===== src/rtl/fft_input_loader_if.sv =====
// Sample-stream and RAM-write bundle between upstream source, the FFT input
// loader and the sample RAM.
interface fft_input_loader_if #(
    parameter int N = 8,
    parameter int I = 4,
    parameter int F = 4
);
    localparam int AW = $clog2(N);
    localparam int DW = I + F;

    logic          i_valid;
    logic          o_ready;
    logic [DW-1:0] i_data;
    logic          o_wr_en;
    logic [AW-1:0] o_wr_addr;
    logic [DW-1:0] o_wr_data;
    logic          o_frame_done;
    logic          i_frame_ack;
    logic [AW-1:0] o_count;

    modport slave (
        input  i_valid, i_data, i_frame_ack,
        output o_ready, o_wr_en, o_wr_addr, o_wr_data, o_frame_done, o_count
    );

    modport master (
        output i_valid, i_data, i_frame_ack,
        input  o_ready, o_wr_en, o_wr_addr, o_wr_data, o_frame_done, o_count
    );
endinterface


===== src/rtl/fft_input_loader.sv =====
// Loads one frame of N samples into the sample RAM in bit-reversed (or natural)
// address order, then holds the frame until the consumer acknowledges it.
module fft_input_loader #(
    parameter int N      = 8,
    parameter int I      = 4,
    parameter int F      = 4,
    parameter int BITREV = 1
) (
    input  logic               clk,
    input  logic               rst,
    fft_input_loader_if.slave  bus
);
    localparam int AW = $clog2(N);
    localparam int DW = I + F;

    typedef enum logic {LOAD, FULL} state_t;

    state_t        state, state_next;
    logic [AW-1:0] count, count_next;
    logic [AW-1:0] addr, addr_next;
    logic [DW-1:0] data, data_next;
    logic          ready, ready_next;
    logic          wr_en, wr_en_next;
    logic          done, done_next;
    logic          accept;

    function automatic logic [AW-1:0] rev(input logic [AW-1:0] k);
        logic [AW-1:0] r;
        for (int b = 0; b < AW; b++) begin
            r[b] = k[AW-1-b];
        end
        return r;
    endfunction

    assign accept = bus.i_valid & ready;

    always_comb begin
        state_next = state;
        count_next = count;
        addr_next  = addr;
        data_next  = data;
        ready_next = ready;
        wr_en_next = 1'b0;
        done_next  = 1'b0;
        case (state)
            LOAD: begin
                ready_next = 1'b1;
                if (accept) begin
                    wr_en_next = 1'b1;
                    data_next  = bus.i_data;
                    addr_next  = (BITREV != 0) ? rev(count) : count;
                    if (count == AW'(N - 1)) begin
                        count_next = '0;
                        ready_next = 1'b0;
                        done_next  = 1'b1;
                        state_next = FULL;
                    end else begin
                        count_next = count + AW'(1);
                    end
                end
            end
            FULL: begin
                ready_next = 1'b0;
                if (bus.i_frame_ack) begin
                    ready_next = 1'b1;
                    state_next = LOAD;
                end
            end
            default: begin
                state_next = LOAD;
                count_next = '0;
                ready_next = 1'b0;
            end
        endcase
    end

    // o_ready starts low out of reset and rises on the first clock edge.
    always_ff @(posedge clk or negedge rst) begin
        if (!rst) begin
            state <= LOAD;
            count <= '0;
            addr  <= '0;
            data  <= '0;
            ready <= 1'b0;
            wr_en <= 1'b0;
            done  <= 1'b0;
        end else begin
            state <= state_next;
            count <= count_next;
            addr  <= addr_next;
            data  <= data_next;
            ready <= ready_next;
            wr_en <= wr_en_next;
            done  <= done_next;
        end
    end

    assign bus.o_ready      = ready;
    assign bus.o_wr_en      = wr_en;
    assign bus.o_wr_addr    = addr;
    assign bus.o_wr_data    = data;
    assign bus.o_frame_done = done;
    assign bus.o_count      = count;
endmodule


===== src/flat_wrapper.sv =====
// flat-port wrapper written by rule: the top's interface ports become plain ports
module fft_input_loader_flat 
#(
    parameter int N      = 8,
    parameter int I      = 4,
    parameter int F      = 4,
    parameter int BITREV = 1
)
  (clk, rst, bus_i_valid, bus_i_data, bus_i_frame_ack, bus_o_ready, bus_o_wr_en, bus_o_wr_addr, bus_o_wr_data, bus_o_frame_done, bus_o_count);
  fft_input_loader_if #(.N(N), .I(I), .F(F)) bus_i ();
  input  logic clk;
  input  logic rst;
  input wire logic [$bits(bus_i.i_valid)-1:0] bus_i_valid;
  input wire logic [$bits(bus_i.i_data)-1:0] bus_i_data;
  input wire logic [$bits(bus_i.i_frame_ack)-1:0] bus_i_frame_ack;
  output wire logic [$bits(bus_i.o_ready)-1:0] bus_o_ready;
  output wire logic [$bits(bus_i.o_wr_en)-1:0] bus_o_wr_en;
  output wire logic [$bits(bus_i.o_wr_addr)-1:0] bus_o_wr_addr;
  output wire logic [$bits(bus_i.o_wr_data)-1:0] bus_o_wr_data;
  output wire logic [$bits(bus_i.o_frame_done)-1:0] bus_o_frame_done;
  output wire logic [$bits(bus_i.o_count)-1:0] bus_o_count;
  assign bus_i.i_valid = bus_i_valid;
  assign bus_i.i_data = bus_i_data;
  assign bus_i.i_frame_ack = bus_i_frame_ack;
  assign bus_o_ready = bus_i.o_ready;
  assign bus_o_wr_en = bus_i.o_wr_en;
  assign bus_o_wr_addr = bus_i.o_wr_addr;
  assign bus_o_wr_data = bus_i.o_wr_data;
  assign bus_o_frame_done = bus_i.o_frame_done;
  assign bus_o_count = bus_i.o_count;
  fft_input_loader #(.N(N), .I(I), .F(F), .BITREV(BITREV)) u_core (.clk(clk), .rst(rst), .bus(bus_i));
endmodule

===== config.mk =====
export PLATFORM = sky130hd
export DESIGN_NAME = fft_input_loader_flat
export DESIGN_NICKNAME = d
export VERILOG_FILES = /design/src/rtl/fft_input_loader_if.sv /design/src/rtl/fft_input_loader.sv /design/src/flat_wrapper.sv
export SDC_FILE = /design/constraint.sdc
export NUM_CORES = 1
export LEC_CHECK = 0
export CAP_MARGIN = 15
export CORE_MARGIN = 3
export CORE_UTILIZATION = 41
export CTS_CLUSTER_SIZE = 30
export DETAILED_ROUTE_END_ITERATION = 8
export HOLD_SLACK_MARGIN = 0.03
export PLACE_DENSITY = 0.76
export SLEW_MARGIN = 10
export SYNTH_ARGS = -nofsm -noshare
export SYNTH_HDL_FRONTEND = slang
export SYNTH_SLANG_ARGS = --single-unit

===== constraint.sdc =====
create_clock -name clk -period 1.5 [get_ports clk]
set_input_delay 0.3 -clock clk [delete_from_list [all_inputs] [get_ports clk]]
set_output_delay 0.3 -clock clk [all_outputs]
set_load 0.01 [all_outputs]

==> results of run 1 <==
-- synthesized netlist by cell type, drive strengths merged --
master   n  area (sq um)
nor2b    2          12.5
nor2     1          3.75
a21oi    1          5.00
ha       3          37.5
inv      1          6.26
nand3b   1          20.0
a21o     1          7.51
buf      1          20.0
and2     1          6.26
mux2    14           180
dfrtp   18           450
-- metal layers --
layer  up-vias  track usage  share of wire
met5         -            0              0
li1        226            -              -
met4         0       0.0711          0.016
met2        25        0.192           0.43
met1       220        0.154           0.48
met3         3       0.0337          0.070
-- flip-flops by register name, indices dropped and copies added, names as in the netlist --
name	flops
u_core.bus.o_count	3
u_core.bus.o_frame_done	1
u_core.bus.o_ready	1
u_core.bus.o_wr_addr	3
u_core.bus.o_wr_data	8
u_core.bus.o_wr_en	1
u_core.state	1
-- cell type report --
| type | count | area share |
|---|---|---|
| sequential | 18 | 0.399 |
| clock buffer | 4 | 0.0322 |
| timing repair buffer | 34 | 0.295 |
| tap | 24 | 0.0266 |
| multi-input combinational | 24 | 0.242 |
| inverter | 1 | 0.00554 |
-- logic make-up (layout without fill, tap and decap cells) --
| family | count (synthesis) | in the layout | synth area share |
|---|---|---|---|
| simple gates | 5 | 5 | 0.0568 |
| compound gates | 2 | 2 | 0.0167 |
| buf+inv | 2 | 39 | 0.0351 |
| flops | 18 | 18 | 0.601 |
| mux | 14 | 14 | 0.240 |
| fa+ha+maj | 3 | 3 | 0.0501 |
-- how the worst min path moves through the flow --
stage,from,end,slack (ns),cells past startpoint
after floorplan,rst,u_core.bus.o_count[0],0.004,0
after global placement,u_core.bus.o_wr_addr[2],u_core.bus.o_wr_addr[2],0.49,1
after detailed placement,u_core.bus.o_wr_addr[1],u_core.bus.o_wr_addr[1],0.50,1
after CTS,rst,u_core.bus.o_wr_addr[1],0.33,2
after global routing,rst,u_core.bus.o_wr_data[3],0.33,2
final,rst,u_core.bus.o_wr_addr[1],0.32,2
-- power by group --
part           switching, uW  total [uW]  internal (uW)
Sequential               106         806            701
Clock                    153         301            148
Combinational            406        1070            669
Total                    664        2180           1520
-- through the flow --
stage	TNS, ns	cells	setup slack [ns]	hold WS, ns	power, uW
after floorplan	0	44	0.217	0.00441	1430
after global placement	-0.590	97	-0.0683	0.489	1910
after detailed placement	-0.663	97	-0.0839	0.498	1930
after CTS	0	105	0.000597	0.325	2230
after global routing	0	105	0.00430	0.328	2340
final	0	105	0.0527	0.321	2180
-- repair_timing --
| item | CTS | global route |
|---|---|---|
| resized for setup | 8 | 7 |
| gates cloned | 0 | 0 |
| endpoints found under the setup margin | 9 | 7 |
| setup buffers | 4 | 0 |
==> metrics.yaml, run 1 <==
grt:
  antenna_found_initial: 0
  grt_pass1_vias: 548
  globalRouteTotalUtil: 0.124
  gr-total-overflow: 0
  grt_pass1_wl_um: 2280
  grt_max_degree: 19
run_status:
  status: "finished clean"
cells_and_area:
  drive_gt1_frac: 0.321
  layout_common_cells: "dfrtp_1, clkdlybuf4s50_1, mux2_2, dlygate4sd2_1, dlymetal6s2s_1"
  stdcell_area_sq_um: 1130
  area_growth_pct: 50.6
  nets: 97
  n_fill_cell: 126
  layout_commonest_cell: "dfrtp_1"
  multi_input_area_sq_um: 273
  antenna_cells: 0
  regArea_sq_um: 450
  final_util: 0.700
drt:
  first_pass_iters: 2
  drc: 0
  wl_per_cell_um: 12.2
  drt-initial-drc-count: 2
  drt.antenna.violating_nets: 0
  via_per_inst: 4.51
  wl_um: 1280
  route.vias.total: 474
worst_setup_path:
  crit_buf_inv: 1
  worst-path-stages: 1
  critPathSlowestCell: "clkdlybuf4s50_1"
  rr_worst_depth: 4
  r2r-end: "u_core.bus.o_count[2]"
  cp-end-kind: "output pin"
  r2r-start: "u_core.bus.o_count[0]"
  worst_setup_path_start_kind: "register"
  worstSetupPathType: "register to output pin"
  cp_cell_sequence: "clkdlybuf4s50_1"
  cp_top_family: "buffers and inverters"
  crit_path_start: "u_core.bus.o_frame_done"
  worstSetupEndpoint: "bus_o_frame_done"
  crit_path_max_incr_delay_ns: 0.52
  crit_arrival_ns: 1.15
  ff2ff_setup_slack_ns: 0.11
  cp_max_fo: 1
  required_ns: 1.20
die:
  row_count: 14
  die_height_um: 48.8
  dieArea_sq_um: 2380
  coreArea_sq_um: 1610
  num_io_pins: 29
  initial_core_util: 0.465
  fp.dieW_um: 48.8
place:
  port_buffers: 28
  routabilityCongestion: 0.683
  postPlaceCellArea_sq_um: 1050
  post-dp-hpwl_um: 877
job:
  maxCapViolCount: 0
clocking:
  insertion_delay_ns: 0.29
  cts_buffers: 3
  clk_path_buf_depth: 2
  htree_num_levels: 1
  cts_root_buf: "clkbuf_4"
  postCtsHoldBufs: 0
  clk_pin_slew_worst_paths_ns: 0.11
  cts_tree: "built"
  cts.sinks: 18
synthesis:
  ys_types: 12
  synthCells: 44
  synthesis.nets: 59
  syn-mean-instance-area_sq_um: 17.0
  synth_area_sq_um: 749
  yosysSeqAreaShare: 0.601
  yosys_warnings: 0
  synth_seq_cells: 18
sta:
  relSlewSlack: 0.854
  period_minus_slack_ns: 1.45
  fmax_mhz: 691
  post-route-period-util: 0.965
  setup_viol: 0
  slew_violations: 0
  worst_pin_slew_ns: 0.219
  finalHoldViolCount: 0
  rsz0062_at_grt: "false"
  worst_clock_skew_ns: 0.00621
power:
  ir_worst_vdd_v: 0.00103
  p_leak_uw: 0.000580
  powerDensity_nw_per_um2: 1930
hold_path:
  hold_class: "input pin to asynchronous set/reset pin"
Note: power is estimated with default switching activity, not from simulation.
==> run 2: changes to the inputs <==
HOLD_SLACK_MARGIN = not set   (was 0.03)
REMOVE_ABC_BUFFERS = 1   (was not set)
==> metrics.yaml, run 2 (synthesized netlist as in run 1, its figures left out) <==
run_status:
  status: "finished clean"  # unchanged
grt:
  globalRouteTotalUtil: 0.127  # was 0.124
  grt_pass1_vias: 536  # was 548
  gr-total-overflow: 0  # unchanged
  grt_pass1_wl_um: 2350  # was 2280 um
  antenna_found_initial: 0  # unchanged
  grt_max_degree: 19  # unchanged
cells_and_area:
  drive_gt1_frac: 0.329  # was 0.321
  largest_reg_flops: 8  # unchanged
  layout_commonest_cell: "dfrtp_1"  # unchanged
  stdcell_area_sq_um: 1150  # was 1130 sq um
  area_growth_pct: 53.8  # was 50.6%
  nets: 98  # was 97
  antenna_cells: 0  # unchanged
  layout_common_cells: "dfrtp_1, clkdlybuf4s50_1, dlymetal6s2s_1"  # was dfrtp_1, clkdlybuf4s50_1, mux2_2, dlygate4sd2_1, dlymetal6s2s_1
worst_setup_path:
  critPathSlowestCell: "clkdlybuf4s50_1"  # unchanged
  cp_top_family: "buffers and inverters"  # unchanged
  crit_buf_inv: 1  # unchanged
  required_ns: 1.20  # about the same
  cp_max_fo: 2  # was 1
  worst_setup_path_start_kind: "register"  # unchanged
  crit_arrival_ns: 1.16  # was 1.15 ns
  crit_path_max_incr_delay_ns: 0.53  # was 0.52 ns
  cp-end-kind: "output pin"  # unchanged
  ff2ff_setup_slack_ns: 0.10  # was 0.11 ns
  cp_cell_sequence: "clkdlybuf4s50_1"  # unchanged
  worstSetupPathType: "register to output pin"  # unchanged
clocking:
  cts.sinks: 18  # unchanged
  postCtsHoldBufs: 0  # unchanged
  htree_num_levels: 1  # unchanged
  cts_tree: "built"  # unchanged
  cts_buffers: 3  # unchanged
  cts_root_buf: "clkbuf_4"  # unchanged
  clk_path_buf_depth: 2  # unchanged
  clk_pin_slew_worst_paths_ns: 0.10  # was 0.11 ns
  insertion_delay_ns: 0.28  # was 0.29 ns
drt:
  via_per_inst: 4.54  # was 4.51
  drt-initial-drc-count: 1  # was 2
  drt.antenna.violating_nets: 0  # unchanged
  first_pass_iters: 2  # unchanged
  wl_per_cell_um: 12.7  # was 12.2 um
  drc: 0  # unchanged
  wl_um: 1350  # was 1280 um
  route.vias.total: 481  # was 474
sta:
  setup_viol: 0  # unchanged
  worst_pin_slew_ns: 0.217  # was 0.219 ns
  finalHoldViolCount: 0  # unchanged
  worst_clock_skew_ns: 0.00372  # was 0.00621 ns
  relSlewSlack: 0.856  # was 0.854
  rsz0062_at_grt: "false"  # unchanged
  period_minus_slack_ns: 1.46  # was 1.45 ns
  post-route-period-util: 0.972  # was 0.965
  fmax_mhz: 686  # was 691 MHz
  fin_ws_ns: 0.0426  # was 0.0527 ns
  slew_violations: 0  # unchanged
  tns_ns: 0  # unchanged
  holdWs_ns: 0.325  # was 0.321 ns
power:
  total_power_uw: 2220  # was 2180 uW
  ir_worst_vdd_v: 0.00133  # was 0.00103 V
  powerDensity_nw_per_um2: 1920  # was 1930 nW/um^2
  p_leak_uw: 0.000615  # was 0.000580 uW
die:
  die_height_um: 48.8  # unchanged
  row_count: 14  # unchanged
  dieArea_sq_um: 2380  # unchanged
  num_io_pins: 29  # unchanged
  coreArea_sq_um: 1610  # unchanged
  fp.dieW_um: 48.8  # unchanged
  initial_core_util: 0.465  # unchanged
place:
  port_buffers: 28  # unchanged
  postPlaceCellArea_sq_um: 1060  # was 1050 sq um
  routabilityCongestion: 0.635  # was 0.683
  place_ws_ns: -0.0770  # was -0.0839 ns
  post-dp-hpwl_um: 924  # was 877 um
hold_path:
  hold_class: "input pin to asynchronous set/reset pin"  # unchanged
job:
  maxCapViolCount: 0  # unchanged
[run 2: per-stage QoR]
stage,util,std cells
2_1_floorplan,-,43
3_3_place_gp,0.659,98
3_5_place_dp,0.659,98
4_1_cts,0.698,106
5_1_grt,0.715,106
6_report,0.715,106
[run 2: worst reg2reg max path: stages (launching register included)]
cell     delay, ns
dfrtp_1       0.40
buf_4         0.15
ha_1          0.22
ha_1          0.27
mux2_2        0.26
[run 2: report_power, final]
group,switching (uW),internal [uW],leakage [uW]
Clock,138,147,0.0000210
Combinational,422,713,0.000381
Sequential,96.6,700,0.000213
[run 2: final timing paths]
kind                                    startpoint                       to  cells past startpoint
min                                            rst  u_core.bus.o_wr_data[3]                      2
max                        u_core.bus.o_wr_addr[2]         bus_o_wr_addr[2]                      1
max reg2reg                  u_core.bus.o_count[0]    u_core.bus.o_count[2]                      4
max in group asynchronous                      rst  u_core.bus.o_frame_done                      2
min in group clk           u_core.bus.o_wr_addr[1]  u_core.bus.o_wr_addr[1]                      1
min reg2reg                u_core.bus.o_wr_addr[1]  u_core.bus.o_wr_addr[1]                      1
[run 2: layout make-up]
type,instances,area (sq um)
Tap cell,24,30.0
Inverter,1,6.26
Timing Repair Buffer,35,357
Fill cell,140,459
Multi-Input combinational cell,24,273
Clock buffer,4,36.3
Sequential cell,18,450
[run 2: what timing repair did]
action                     4_1_cts  5_1_grt
setup endpoints to repair        4       11
buffers inserted                 4        0
pin swaps                        0        0
gates cloned                     0        0
gates resized for setup          3       11
[run 2: metal layers]
metal	global-route usage	share of wire	wire length [um]	vias to the layer above
li1	-	-	-	228
met1	0.163	0.43	579	232
met2	0.208	0.49	655	21
met3	0.0399	0.083	112	0
met4	0.0284	0	0	0
met5	0	0	0	-
